**src/rtl/mem_port_arbiter.sv**
```systemverilog
// Shares the single-port Memoria between the CPU datapath and a DMA/debug requester.
// CPU has fixed priority, DMA is protected by a starvation counter and may lock bounded bursts.
module mem_port_arbiter #(
   parameter int MEM_LAT   = 1,
   parameter int MAX_WAIT  = 8,
   parameter int MAX_BURST = 16
) (
   input  logic        Clk,
   input  logic        Reset,
   input  logic        cpu_req,
   input  logic        cpu_wr,
   input  logic [31:0] cpu_addr,
   input  logic [31:0] cpu_wdata,
   output logic        cpu_gnt,
   output logic        cpu_rvalid,
   output logic [31:0] cpu_rdata,
   input  logic        dma_req,
   input  logic        dma_wr,
   input  logic [31:0] dma_addr,
   input  logic [31:0] dma_wdata,
   input  logic        dma_last,
   output logic        dma_gnt,
   output logic        dma_rvalid,
   output logic [31:0] dma_rdata,
   output logic [31:0] mem_addr,
   output logic        mem_wr,
   output logic [31:0] mem_wdata,
   input  logic [31:0] mem_rdata,
   output logic [1:0]  owner
);

   typedef enum logic {ARB, DMA_LOCK} state_t;

   localparam logic [7:0] WAIT_LIM  = 8'(MAX_WAIT);
   localparam logic [7:0] BURST_LIM = 8'(MAX_BURST);

   state_t      state;
   state_t      state_next;
   logic [7:0]  starve_cnt;
   logic [7:0]  starve_next;
   logic [7:0]  burst_cnt;
   logic [7:0]  burst_next;
   logic [31:0] last_addr;
   logic        tag_valid_in;
   logic        tag_dma_in;
   logic        tag_valid_out;
   logic        tag_dma_out;

   always_ff @(posedge Clk) begin
      if (!Reset) begin
         state      <= ARB;
         starve_cnt <= '0;
         burst_cnt  <= '0;
      end else begin
         state      <= state_next;
         starve_cnt <= starve_next;
         burst_cnt  <= burst_next;
      end
   end

   // Grant decision and lock bookkeeping; nothing is granted while Reset is held low.
   always_comb begin
      state_next  = state;
      starve_next = starve_cnt;
      burst_next  = burst_cnt;
      cpu_gnt     = 1'b0;
      dma_gnt     = 1'b0;
      if (Reset) begin
         case (state)
            ARB: begin
               if (cpu_req && dma_req) begin
                  if (starve_cnt >= WAIT_LIM) begin
                     dma_gnt = 1'b1;
                  end else begin
                     cpu_gnt     = 1'b1;
                     starve_next = starve_cnt + 8'd1;
                  end
               end else if (cpu_req) begin
                  cpu_gnt = 1'b1;
               end else if (dma_req) begin
                  dma_gnt = 1'b1;
               end
               if (dma_gnt) begin
                  starve_next = '0;
                  if (!dma_last && (BURST_LIM > 8'd1)) begin
                     state_next = DMA_LOCK;
                     burst_next = 8'd1;
                  end
               end
            end
            DMA_LOCK: begin
               dma_gnt = dma_req;
               if (dma_gnt) begin
                  burst_next = burst_cnt + 8'd1;
                  if (dma_last || (burst_next == BURST_LIM)) begin
                     state_next = ARB;
                  end
               end
            end
            default: state_next = ARB;
         endcase
      end
   end

   // Memoria mux; the address bus parks on the last granted address when idle.
   always_comb begin
      mem_addr  = last_addr;
      mem_wr    = 1'b0;
      mem_wdata = '0;
      if (cpu_gnt) begin
         mem_addr  = cpu_addr;
         mem_wr    = cpu_wr;
         mem_wdata = cpu_wdata;
      end else if (dma_gnt) begin
         mem_addr  = dma_addr;
         mem_wr    = dma_wr;
         mem_wdata = dma_wdata;
      end
   end

   assign owner        = {dma_gnt, cpu_gnt};
   assign tag_valid_in = (cpu_gnt && !cpu_wr) || (dma_gnt && !dma_wr);
   assign tag_dma_in   = dma_gnt;

   // Read tags travel MEM_LAT-1 stages, the rvalid/rdata registers form the final stage.
   if (MEM_LAT == 1) begin : g_tag_direct
      assign tag_valid_out = tag_valid_in;
      assign tag_dma_out   = tag_dma_in;
   end else begin : g_tag_pipe
      logic [MEM_LAT-2:0] valid_pipe;
      logic [MEM_LAT-2:0] dma_pipe;

      always_ff @(posedge Clk) begin
         if (!Reset) begin
            valid_pipe <= '0;
            dma_pipe   <= '0;
         end else begin
            valid_pipe[0] <= tag_valid_in;
            dma_pipe[0]   <= tag_dma_in;
            for (int i = 1; i < MEM_LAT - 1; i++) begin
               valid_pipe[i] <= valid_pipe[i-1];
               dma_pipe[i]   <= dma_pipe[i-1];
            end
         end
      end

      assign tag_valid_out = valid_pipe[MEM_LAT-2];
      assign tag_dma_out   = dma_pipe[MEM_LAT-2];
   end

   always_ff @(posedge Clk) begin
      if (!Reset) begin
         last_addr  <= '0;
         cpu_rvalid <= 1'b0;
         dma_rvalid <= 1'b0;
         cpu_rdata  <= '0;
         dma_rdata  <= '0;
      end else begin
         if (cpu_gnt || dma_gnt) begin
            last_addr <= mem_addr;
         end
         cpu_rvalid <= tag_valid_out && !tag_dma_out;
         dma_rvalid <= tag_valid_out && tag_dma_out;
         if (tag_valid_out && !tag_dma_out) begin
            cpu_rdata <= mem_rdata;
         end
         if (tag_valid_out && tag_dma_out) begin
            dma_rdata <= mem_rdata;
         end
      end
   end

endmodule

```
**config.mk**
```make
export PLATFORM = sky130hd
export DESIGN_NAME = mem_port_arbiter
export DESIGN_NICKNAME = d
export VERILOG_FILES = /design/src/rtl/mem_port_arbiter.sv
export SDC_FILE = /design/constraint.sdc
export NUM_CORES = 1
export LEC_CHECK = 0
export ABC_CLOCK_PERIOD_IN_PS = 1600
export BUFFER_PORTS_ARGS = -buffer_cell sky130_fd_sc_hd__buf_2
export CAP_MARGIN = 20
export CORE_MARGIN = 2
export CORE_UTILIZATION = 40
export DETAILED_ROUTE_END_ITERATION = 6
export GPL_ROUTABILITY_DRIVEN = 0
export PLACE_DENSITY = 0.77
export SLEW_MARGIN = 20
export SYNTH_ARGS = -nofsm -noshare
export SYNTH_HDL_FRONTEND = slang
export SYNTH_SLANG_ARGS = --single-unit
```
**constraint.sdc**
```tcl
create_clock -name Clk -period 1.6 [get_ports Clk]
set_clock_uncertainty 0.15 [all_clocks]
set_input_delay 0 -clock Clk [delete_from_list [all_inputs] [get_ports Clk]]
set_output_delay 0 -clock Clk [all_outputs]
set_load 0.05 [all_outputs]
```
# [Word level (Yosys, flattened, before mapping)]
# Cells that the tools add are included.
[classes] bitwise_logic=1 add_sub_neg=2 n_lt_le_gt_ge=1 n_eq_ne=5 mux=31 reduce_logical=14
[ops] cell="32-bit two-way mux" count=4
[ops] cell="8-bit two-way mux" count=6
[ops] cell="1-bit two-way mux" count=18
[ops] cell="8-bit by 1-bit adder with 8-bit output, second input constant" count=2
[ops] cell="8-bit one-hot mux with 2 select lines" count=1
[ops] cell="8-bit by 5-bit equality test with 1-bit output, second input constant" count=1
[ops] cell="8-bit by 4-bit greater-or-equal comparator with 1-bit output, second input constant" count=1
[ops] cell="2-bit inequality test, second input constant" count=3
[ops] cell="3-bit AND reduction" count=2
[ops] cell="1-bit logical AND" count=5
[ops] cell="1-bit one-hot mux with 2 select lines" count=2
[ops] cell="1-bit zero test" count=3
[ops] cell="1-bit logical OR" count=3
[ops] cell="2-bit by 1-bit inequality test with 1-bit output, second input constant" count=1
[ops] cell="2-bit nonzero test" count=1
[ops] cell="1-bit NOT" count=1
[word_totals] ff_bits=115 input_bits=167

# [Longest topological paths before layout]
# Gate-level depths: netlist of run 1.
[depth] word_depth=10 ltp_mapped=8 depth_no_buf=5

# [Least setup slack after synthesis of run 1]
# No wires, ideal clock.
[synth_path] path_type="reg-to-output" startpoint="register state" endpoint="output mem_wdata[22]" arrival_time_ns=1.733 path_stages_with_launch=6 path_slack_ns=-0.283 required_ns=1.450 n_path_buf=2 path_cell_list="dfxtp_1 > nor3b_1 > a21oi_1 > buf_2 > buf_2 > a22o_1"
[synth_between] elab_chain_len=5
[synth_rtl] element="from (decl)" line="37" text="state_t state;"
[synth_rtl] element="from (signal assigned)" line="55" text="state <= state_next;"
[synth_rtl] element="1-bit NOT"
[synth_rtl] element="1-bit one-hot mux with 2 select lines (*)" line="69" text="case (state)"
[synth_rtl] element="1-bit two-way mux (*)" line="68" text="if (Reset) begin"
[synth_rtl] element="via dma_gnt" line="22" text="output logic dma_gnt,"
[synth_rtl] element="32-bit two-way mux (*)" line="114" text="end else if (dma_gnt) begin"
[synth_rtl] element="32-bit two-way mux (*)" line="110" text="if (cpu_gnt) begin"
[synth_rtl] element="to (decl)" line="27" text="output logic [31:0] mem_wdata,"
# Mark *: on every way through the listed nets, which the timed path passes. The rest lies on a longest branch.

# [Final worst setup path of run 1]
[layout_path] startpoint="register starve_cnt[7]" endpoint="output mem_addr[13]"
[layout_between] elab_chain_len=9
[layout_rtl] element="from (decl)" line="39" text="logic [7:0] starve_cnt;"
[layout_rtl] element="from (signal assigned)" line="56" text="starve_cnt <= starve_next;"
[layout_rtl] element="8-bit by 4-bit greater-or-equal comparator with 1-bit output (*)" line="72" text="if (starve_cnt >= WAIT_LIM) begin"
[layout_rtl] element="1-bit two-way mux" line="72"
[layout_rtl] element="1-bit two-way mux" line="71" text="if (cpu_req && dma_req) begin"
[layout_rtl] element="1-bit two-way mux" line="69"
[layout_rtl] element="1-bit two-way mux" line="68"
[layout_rtl] element="1-bit one-hot mux with 2 select lines" line="69"
[layout_rtl] element="1-bit two-way mux" line="68"
[layout_rtl] element="32-bit two-way mux" line="114"
[layout_rtl] element="32-bit two-way mux (*)" line="110"
[layout_rtl] element="to (decl)" line="25" text="output logic [31:0] mem_addr,"
# Every way passes the cells marked *; elsewhere a longest branch is shown, timed or not. The select of a mux whose other input is x is not followed.

==> results.py, run 1 <==
metrics = {
    "timing": {
        "finalCriticalPeriod_ns": 2.39,
        "hold_violations": 0,
        "drv_slew": 0,
        "max_freq_mhz": 418,
        "rsz0062_at_grt": "yes",
        "worstMarginPinSlew_ns": 0.707,
        "fin_crit_sh_pct": 150,
        "setup_slack_ns": -0.794,
        "setup_violations": 182,
        "slew_headroom_pct": 52.9,
    },
    "setup_path": {
        "cp-start-kind": "register",
        "end_kind": "output pin",
        "cp_max_fo": 9,
        "crit_required_ns": 1.45,
        "cp.arrival_ns": 2.24,
        "critPathKind": "register to output pin",
    },
    "layout": {
        "stdcell_count": 1283,
        "utilization_pct": 88.5,
        "nets": 1263,
        "drive_gt1_share_pct": 56.1,
        "syn_to_final_growth_pct": 118,
    },
    "yosys": {
        "synth_flop_cell": "dfxtp_1",
        "synthArstFlopShare_pct": 0,
        "synth.largest_area_cell": "dfxtp_1",
        "syn_inst": 612,
        "netlist_top_cells_area": "dfxtp_1 45%, nand2_1 12%, a22o_1 5.7%, nand3b_1 4.7%, a22oi_1 4.1%",
        "synth.distinct_cells": 47,
        "yosys-top-cells-count": "167 x nand2_1, 115 x dfxtp_1, 41 x o21ai_0",
        "synth.top_cell.area_share_pct": 45.0,
        "synth_edf_count": 0,
        "ys_ff_latch": 115,
        "yosysMostFrequentCell": "nand2_1",
        "syn-cell-area_um2": 5110,
        "synth-seq-area-share_pct": 45.0,
        "syn-num-nets": 782,
        "yosysWarnings": 0,
        "syn_area_per_cell_um2": 8.35,
    },
    "floorplan": {
        "die_x_um": 117,
        "fp.dieArea_um2": 13700,
        "io_pins": 302,
        "rows": 41,
        "core_area_um2": 12600,
        "initial_utilization_pct": 40.7,
        "die_y_um": 117,
    },
    "hold_path": {
        "hold_path_class": "input port to register",
    },
    "cts": {
        "clk_pin_slew_worst_paths_ns": 0.05,
        "cts.sinks": 115,
        "cts.htree.levels": 4,
        "cts_max_path_buffers": 2,
        "cts_inserted_buffers": 17,
        "cts_root_buffer": "clkbuf_16",
        "clkLatencyLatePin_ns": 0.41,
        "cts_tree": "built",
    },
    "global_route": {
        "grt_pass1_wl_mm": 37.7,
        "gr-usage-all-layers_pct": 37.1,
        "antenna_found_initial": 7,
        "grt_pass1_vias": 6849,
        "overflow": 0,
        "grt_max_degree": 69,
    },
    "placed_design": {
        "dp_cells": 1095,
        "port_buffers": 301,
        "dp_hpwl_mm": 14.4,
    },
    "status": {
        "violations": "DRC, setup timing",
        "status": "finished, violations left",
    },
    "drt": {
        "initialDrtViolationCount": 987,
        "viasPerCell": 5.96,
        "vias": 7642,
        "drt_drc_violations_left": 3,
        "routed_wl_mm": 32.9,
        "antenna_left": 0,
        "post_drt_wl_per_cell_um": 25.6,
        "dr.pass1.iters": 7,
    },
    "power_and_ir_drop": {
        "leakage_nw": 5.16,
        "p_total_w": 0.0109,
        "peakVddDrop_mv": 0.860,
        "powerDensity_nw_per_um2": 976,
    },
    "flow_run": {
        "maxCapViolations": 0,
    },
}
==> cell families after synthesis <==
kind of cell | after synthesis | share of synthesized area (%)
mux | 1 | 0.196
fa+ha+maj | 3 | 0.734
flops | 115 | 45.0
buf+inv | 60 | 6.17
xor+xnor | 4 | 0.685
compound gates | 186 | 24.8
simple gates | 243 | 22.4
==> layout by cell type (no fill, tap or decap), types with 3 or more instances in the layout <==
cell             n
a21boi_2        20
buf_8           41
diode_2          6
dlygate4sd3_1  101
o21ai_1         24
a22o_4          33
nand2b_1         3
ha_1             3
inv_1            4
nand3_1          6
nand3b_1        32
buf_4           53
clkbuf_16       26
nand2_1        111
clkinv_2         5
buf_2          231
a22oi_2         27
clkinvlp_4       3
a41o_4           3
buf_12          20
xor2_1           4
inv_2            4
bufinv_16        4
nor2_1           8
nand2_2         31
a222oi_1         4
buf_6           54
dfxtp_1        112
nor2b_1          7
a21boi_1        12
o21ai_0         25
nand2_4         24
o21ai_2         22
==> layout make-up <==
class	count	area, um2
Sequential cell	115	2310
Antenna cell	6	15.0
Multi-Input combinational cell	439	3470
Clock buffer	20	447
Fill cell	504	1440
Timing Repair Buffer	511	4470
Clock inverter	11	160
Inverter	9	37.5
Tap cell	172	215
==> power by group <==
part | switching [W] | total (W) | internal [W]
clock | 0.00137 | 0.00399 | 0.00262
sequential | 0.000100 | 0.00313 | 0.00303
combinational | 0.00219 | 0.00374 | 0.00155
==> sequential cells by signal, indices dropped and copies added, names as in the netlist <==
name        count
burst_cnt       8
dma_rdata      32
last_addr      32
state           1
dma_rvalid      1
cpu_rvalid      1
cpu_rdata      32
starve_cnt      8
==> metal layers <==
metal | part of all wire [%] | global-route usage, % | wire length (um) | up-vias
li1 | - | - | - | 3129
met1 | 33 | 41.3 | 11000 | 3532
met2 | 45 | 59.3 | 14900 | 723
met3 | 13 | 15.0 | 4280 | 252
met4 | 7.9 | 23.0 | 2620 | 6
met5 | 0.31 | 0 | 102 | -
==> worst max-delay path, stage by stage (launching register included) <==
cell     delay [ns]
dfxtp_2        0.34
nor4_4         0.30
buf_4          0.17
a21oi_4        0.07
buf_12         0.17
buf_6          0.15
a22oi_2        0.23
nand2_2        0.21
buf_12         0.20
==> what timing repair did <==
item	in CTS	in global routing
resized for setup	201	170
gates cloned	2	12
endpoints found under the hold margin	106	0
buffers inserted	14	29
endpoints found under the setup margin	184	184
pin swaps	23	66
hold buffers	101	0
==> metrics by stage <==
stage                     TNS [ns]  setup slack (ns)  hold slack (ns)  cell area [um2]
after floorplan              -3.56           -0.0728          -0.0414             5600
after global placement      -33.43            -0.445           0.0620             7710
after detailed placement    -46.09            -0.569           0.0737             7710
after CTS                   -61.17            -0.716           0.0172            10000
after global routing        -86.30            -0.863           0.0620            11100
final                       -73.93            -0.794           0.0511            11100
==> final timing paths <==
check | to | startpoint | slack, ns | cells after the start
max | mem_addr[13] | starve_cnt[7] | -0.79 | 8
min | starve_cnt[1] | dma_req | 0.05 | 5
max reg2reg | cpu_rdata[4] | state | -0.64 | 11
min reg2reg | dma_rdata[5] | dma_rdata[5] | 0.30 | 2
No activity file was read; power rests on OpenSTA's default activity.
==> run 2: changes to the inputs <==
--- a/config.mk
+++ b/config.mk
@@ -13,6 +13,7 @@
 export DETAILED_ROUTE_END_ITERATION = 6
 export GPL_ROUTABILITY_DRIVEN = 0
 export PLACE_DENSITY = 0.77
+export REMOVE_ABC_BUFFERS = 1
 export SLEW_MARGIN = 20
 export SYNTH_ARGS = -nofsm -noshare
 export SYNTH_HDL_FRONTEND = slang
==> run 2 against run 1 <==
Effect of this change: the flow finishes with violations (setup timing); first-iteration DRC count rose by 0.51%; sequential share of layout area rose by 1.1 points; critical endpoint is now mem_addr[31]; largest power group unchanged; highest routed layer is now met4; critical path depth fell by 1; worst setup slack got worse by 0.018 ns; worst hold slack got worse by 0.012 ns; flip-flop and latch count did not move; non-clock buffer count fell by 8; routed wire length fell by 7.2%; sequential power barely moved; count of clock-buffer cells in the layout did not move; global-route usage fell by 5.0 points; maximum frequency fell by 0.76%.
==> results.py, run 2 (same netlist as run 1, synthesis figures left out) <==
metrics = {
    "setup_path": {
        "critPathKind": "register to output pin",
        "cp_max_fo": 4,
        "cp-start-kind": "register",
        "rrSetupSlack_ns": -0.77,
        "reg2reg_from": "starve_cnt[7]",
        "crit_family": "buffers and inverters",
        "max_stage_delay_ns": 0.44,
        "cp_common_cell": "buf_4",
        "cp.depth": 7,
        "critPathCapture": "mem_addr[31]",
        "startpoint": "starve_cnt[7]",
        "worstRegToRegCells": 11,
        "worstPathCellList": "nor4_4, buf_4, a21oi_4, buf_4, a222oi_1, inv_1, buf_6",
        "end_kind": "output pin",
        "cpMaxStageDelayCell": "a222oi_1",
        "cp.arrival_ns": 2.26,
        "critPathBufInv": 4,
        "reg2reg_to": "last_addr[7]",
        "crit_required_ns": 1.45,
    },
    "global_route": {
        "grt_pass1_vias": 6383,
        "overflow": 0,
        "antenna_found_initial": 1,
        "grt-busiest-layer": "met2",
        "gr-usage-met2_pct": 52.7,
        "gr-usage-all-layers_pct": 32.1,
        "grt_pass1_wl_mm": 33.6,
        "grt_max_degree": 55,
        "met1_usage_pct": 38.4,
        "use_met3_pct": 11.5,
    },
    "cts": {
        "cts_tree": "built",
        "clkLatencyLatePin_ns": 0.41,
        "cts.htree.levels": 4,
        "cts_inserted_buffers": 17,
        "cts_max_path_buffers": 2,
        "cts.sinks": 115,
        "clk_pin_slew_worst_paths_ns": 0.06,
        "cts_root_buffer": "clkbuf_16",
    },
    "hold_path": {
        "hp-start": "Reset",
        "hold_path_class": "input port to register",
    },
    "placed_design": {
        "port_buffers": 301,
        "dp_cells": 1079,
        "dp_hpwl_mm": 12.4,
    },
    "timing": {
        "max_freq_mhz": 415,
        "finalCriticalPeriod_ns": 2.41,
        "slew_headroom_pct": 62.1,
        "setup_slack_ns": -0.812,
        "rsz0062_at_grt": "yes",
        "drv_slew": 0,
        "setup_violations": 174,
        "hold_violations": 0,
        "fin_crit_sh_pct": 151,
        "worstMarginPinSlew_ns": 0.569,
    },
    "status": {
        "violations": "setup timing",
        "status": "finished, violations left",
    },
    "layout": {
        "stdcell_count": 1270,
        "final_cell_mix": "231 x buf_2, 134 x nand2_1, 107 x dfxtp_1, 98 x dlygate4sd3_1, 84 x buf_6",
        "syn_to_final_growth_pct": 107,
        "drive_gt1_share_pct": 50.5,
        "nets": 1253,
        "final_common_cell": "buf_2",
        "utilization_pct": 84.2,
        "reg_top3": "cpu_rdata x32, dma_rdata x32, last_addr x32",
    },
    "floorplan": {
        "die_y_um": 117,
        "fp.dieArea_um2": 13700,
        "rows": 41,
        "core_area_um2": 12600,
        "initial_utilization_pct": 40.7,
        "die_x_um": 117,
        "io_pins": 302,
    },
    "drt": {
        "viasPerCell": 5.89,
        "drt_drc_violations_left": 0,
        "vias": 7485,
        "dr.pass1.iters": 6,
        "post_drt_wl_per_cell_um": 24.1,
        "antenna_left": 0,
        "routed_wl_mm": 30.5,
        "initialDrtViolationCount": 992,
    },
    "power_and_ir_drop": {
        "peakVddDrop_mv": 0.838,
        "leakage_nw": 4.94,
        "powerDensity_nw_per_um2": 995,
    },
    "flow_run": {
        "maxCapViolations": 0,
    },
}
## run 2: cell count changes in the layout (fill, tap and decap cells not counted), sizes merged
cell         delta
buf             -9
bufinv          -2
inv             +5
diode           -4
dlygate4sd3     -3
bufbuf          -1
clkinvlp        -2
clkbuf          +5
a41o            -2
## run 2: layout make-up
| type | instances | area, um2 |
|---|---|---|
| Antenna cell | 2 | 5.00 |
| Clock buffer | 20 | 467 |
| Clock inverter | 12 | 143 |
| Fill cell | 561 | 1980 |
| Inverter | 9 | 33.8 |
| Multi-Input combinational cell | 437 | 3000 |
| Sequential cell | 115 | 2310 |
| Tap cell | 172 | 215 |
| Timing Repair Buffer | 503 | 4410 |
## run 2: worst reg2reg max path, cell delays in order, from the launching register on
cell and delay [ns]:
dfxtp_2 0.33, nor4_4 0.31, buf_4 0.19, a21oi_4 0.07, buf_12 0.15, a222oi_1 0.48, buf_4 0.21, buf_6 0.09
buf_6 0.08, buf_6 0.08, buf_6 0.08, nor2b_2 0.03
## run 2: repair_timing
action	4_1_cts	5_1_grt
pin swaps	31	72
hold buffers	97	1
hold endpoints to repair	102	6
setup buffers	18	25
gates resized for setup	202	163
gates cloned	3	17
endpoints found under the setup margin	171	177
## run 2: worst min path at each step
stage / endpoint / slack (ns) / depth (start not counted)
6_report: burst_cnt[1] / 0.04 / 3
5_1_grt: burst_cnt[1] / 0.04 / 3
4_1_cts: cpu_rdata[22] / 0.002 / 4
3_5_place_dp: dma_rdata[12] / 0.07 / 3
3_3_place_gp: dma_rdata[22] / 0.06 / 3
2_1_floorplan: dma_rdata[0] / -0.04 / 2
## run 2: layer usage
layer  up-vias  share of wire [%]
met3       230                 12
met5         -                  0
met1      3429                 35
li1       3090                  -
met4         0                7.2
met2       736                 46
## run 2: report_power, final
part / switching (W) / leakage, nW / internal (W) / total [W]
Sequential: 0.000103 / 0.945 / 0.00303 / 0.00313
Clock: 0.00151 / 0.298 / 0.00245 / 0.00396
Combinational: 0.00203 / 3.70 / 0.00141 / 0.00344
## run 2: stage by stage
step	area [um2]	setup WS (ns)	power (W)	setup TNS, ns	hold slack (ns)
2_1_floorplan	4830	-4.05	0.00457	-553.89	-0.0414
6_report	10600	-0.812	0.0105	-72.53	0.0387
3_3_place_gp	7100	-0.219	0.00538	-19.48	0.0619
4_1_cts	9540	-0.648	0.00991	-56.75	0.00161
5_1_grt	10600	-0.884	0.0108	-80.97	0.0435
3_5_place_dp	7100	-0.260	0.00540	-21.84	0.0660
==> run 3: changes to the inputs <==
--- a/config.mk
+++ b/config.mk
@@ -12,6 +12,7 @@
 export CORE_UTILIZATION = 40
 export DETAILED_ROUTE_END_ITERATION = 6
 export GPL_ROUTABILITY_DRIVEN = 0
+export GPL_TIMING_DRIVEN = 0
 export PLACE_DENSITY = 0.77
 export REMOVE_ABC_BUFFERS = 1
 export SLEW_MARGIN = 20
==> run 3 against run 2 <==
Effect of this change: clock power shrank 6.3%; sequential power is essentially flat; count of clock-buffer cells in the layout grew 2; critical endpoint is now mem_addr[11]; first-iteration DRC count shrank 5.8%; power shrank 0.14%; utilization grew 5.0 points; critical path depth grew 1; the flow still finishes with violations (setup timing); sequential share of layout area shrank 1.2 points; worst hold slack gained 0.040 ns; routed wire length grew 8.0%; maximum frequency shrank 6.4%; largest power group unchanged.
==> results.py, run 3 (same netlist as run 1, synthesis figures left out) <==
metrics = {
    "timing": {
        "slew_headroom_pct": 56.4,
        "fin_hold_ws_ns": 0.0787,
        "max_freq_mhz": 388,
        "worstMarginPinSlew_ns": 0.652,
        "setup_tns_ns": -110.26,
        "drv_slew": 0,
        "setup_slack_ns": -0.977,
        "setup_violations": 184,
        "hold_violations": 0,
        "rsz0062_at_grt": "yes",
        "finalCriticalPeriod_ns": 2.58,
        "fin_crit_sh_pct": 161,
    },
    "power_and_ir_drop": {
        "leakage_nw": 5.17,
        "peakVddDrop_mv": 0.817,
        "powerDensity_nw_per_um2": 937,
        "intPower_w": 0.00685,
        "sequentialPowerShare_pct": 29.8,
        "power_switching_w": 0.00367,
        "pwr-share-comb_pct": 34.9,
        "p_total_w": 0.0105,
        "clock_power_share_pct": 35.3,
        "swShare_pct": 34.9,
    },
    "cts": {
        "cts_inserted_buffers": 17,
        "clk_pin_slew_worst_paths_ns": 0.05,
        "cts_max_path_buffers": 2,
        "clkLatencyLatePin_ns": 0.42,
        "cts_tree": "built",
        "cts.sinks": 115,
        "cts.htree.levels": 4,
        "cts_root_buffer": "clkbuf_16",
    },
    "layout": {
        "reg_top3": "cpu_rdata x32, dma_rdata x32, last_addr x32",
        "final_cell_mix": "232 x buf_2, 109 x dfxtp_1, 101 x dlygate4sd3_1, 95 x nand2_1, 75 x buf_6",
        "fin_area_um2": 11200,
        "drive_gt1_share_pct": 56.6,
        "final_common_cell": "buf_2",
        "syn_to_final_growth_pct": 120,
        "nets": 1268,
    },
    "placed_design": {
        "dp_hpwl_mm": 11.4,
        "dpl_cell_area_um2": 6770,
        "port_buffers": 301,
    },
    "status": {
        "violations": "setup timing",
        "status": "finished, violations left",
    },
    "setup_path": {
        "critPathKind": "register to output pin",
        "cp_max_fo": 6,
        "end_kind": "output pin",
        "worstPathCellList": "nor4_4, buf_4, a21oi_4, clkbuf_16, buf_8, a22oi_2, nand2_1, buf_6",
        "reg2reg_from": "starve_cnt[7]",
        "max_stage_delay_ns": 0.34,
        "cp.arrival_ns": 2.43,
        "worstRegToRegCells": 13,
        "cpMaxStageDelayCell": "dfxtp_2",
        "crit_required_ns": 1.45,
        "cp-start-kind": "register",
        "reg2reg_to": "last_addr[24]",
        "rrSetupSlack_ns": -0.84,
    },
    "drt": {
        "vias": 7622,
        "routed_wl_mm": 33.0,
        "antenna_left": 0,
        "viasPerCell": 5.94,
        "post_drt_wl_per_cell_um": 25.7,
        "dr.pass1.iters": 7,
        "drt_drc_violations_left": 0,
        "initialDrtViolationCount": 934,
    },
    "global_route": {
        "overflow": 0,
        "antenna_found_initial": 4,
        "gr-usage-all-layers_pct": 37.3,
        "grt_max_degree": 57,
        "grt_pass1_wl_mm": 38.4,
        "grt_pass1_vias": 7000,
    },
    "floorplan": {
        "die_y_um": 117,
        "core_area_um2": 12600,
        "die_x_um": 117,
        "fp.dieArea_um2": 13700,
        "rows": 41,
        "io_pins": 302,
        "initial_utilization_pct": 40.7,
    },
    "hold_path": {
        "hold_path_class": "input port to register",
        "hp-start": "Reset",
        "hold_depth": 3,
        "hold_end": "state",
    },
    "flow_run": {
        "maxCapViolations": 0,
    },
}
run 3: changes by cell type in the layout (fill, tap and decap cells not counted), sizes merged:
| cell | previous run | this run |
|---|---|---|
| clkinv | 5 | 6 |
| a41o | 1 | 3 |
| and2b | 1 | 5 |
| dlygate4sd3 | 98 | 101 |
| bufinv | 2 | 1 |
| inv | 13 | 8 |
| clkbuf | 34 | 31 |
| bufbuf | 0 | 1 |
| clkinvlp | 1 | 3 |
| buf | 391 | 401 |
run 3: critical path, delay by kind of cell, from the launching register on:
family	cells	cell delay, ns
buffers and inverters	4	0.70
AND/OR/NAND/NOR	2	0.52
AO/OA/AOI/OAI	2	0.43
flip-flops	1	0.34
run 3: what timing repair did:
item	CTS	global route
endpoints found under the hold margin	101	3
resized for setup	328	207
buffers inserted	55	51
gates cloned	18	10
endpoints found under the setup margin	184	184
pin swaps	75	81
hold buffers	97	5
run 3: worst max-delay path by stage:
stage | start | endpoint | cells after the start
2_1_floorplan | state | mem_addr[18] | 4
3_3_place_gp | Reset | dma_rdata[27] | 4
3_5_place_dp | state | mem_addr[5] | 7
4_1_cts | starve_cnt[7] | mem_addr[31] | 7
5_1_grt | starve_cnt[7] | mem_addr[11] | 8
6_report | starve_cnt[7] | mem_addr[11] | 8
run 3: metal layers:
| metal | vias up | part of all wire (%) | global-route usage [%] |
|---|---|---|---|
| li1 | 3137 | - | - |
| met5 | - | 0.039 | 0 |
| met4 | 2 | 6.4 | 20.7 |
| met3 | 205 | 12 | 12.7 |
| met2 | 715 | 47 | 59.0 |
| met1 | 3563 | 34 | 44.5 |
run 3: per-stage QoR:
stage	instances	util, %	worst slack, ns
final	1284	89.3	-0.977
after global routing	1282	89.2	-1.15
after CTS	1236	80.4	-0.710
after detailed placement	1042	53.8	-0.988
after global placement	1034	52.1	-5.86
after floorplan	561	-	-4.05
run 3: power groups by stage:
stage | Clock (W) | Sequential (W) | Combinational, W
6_report | 0.00371 | 0.00314 | 0.00367
5_1_grt | 0.00384 | 0.00314 | 0.00377
4_1_cts | 0.00367 | 0.00311 | 0.00303
3_5_place_dp | 0 | 0.00316 | 0.00212
3_3_place_gp | 0 | 0.00316 | 0.00207
2_1_floorplan | 0 | 0.00349 | 0.00109
run 3: layout make-up:
class	instances	area, um2
repair buffers	512	4630
fillers	504	1350
diodes	2	5.00
clock inverters	9	78.8
multi-input cells	443	3440
flip-flops and latches	115	2320
inverters	9	37.5
well taps	172	215
clock buffers	22	494
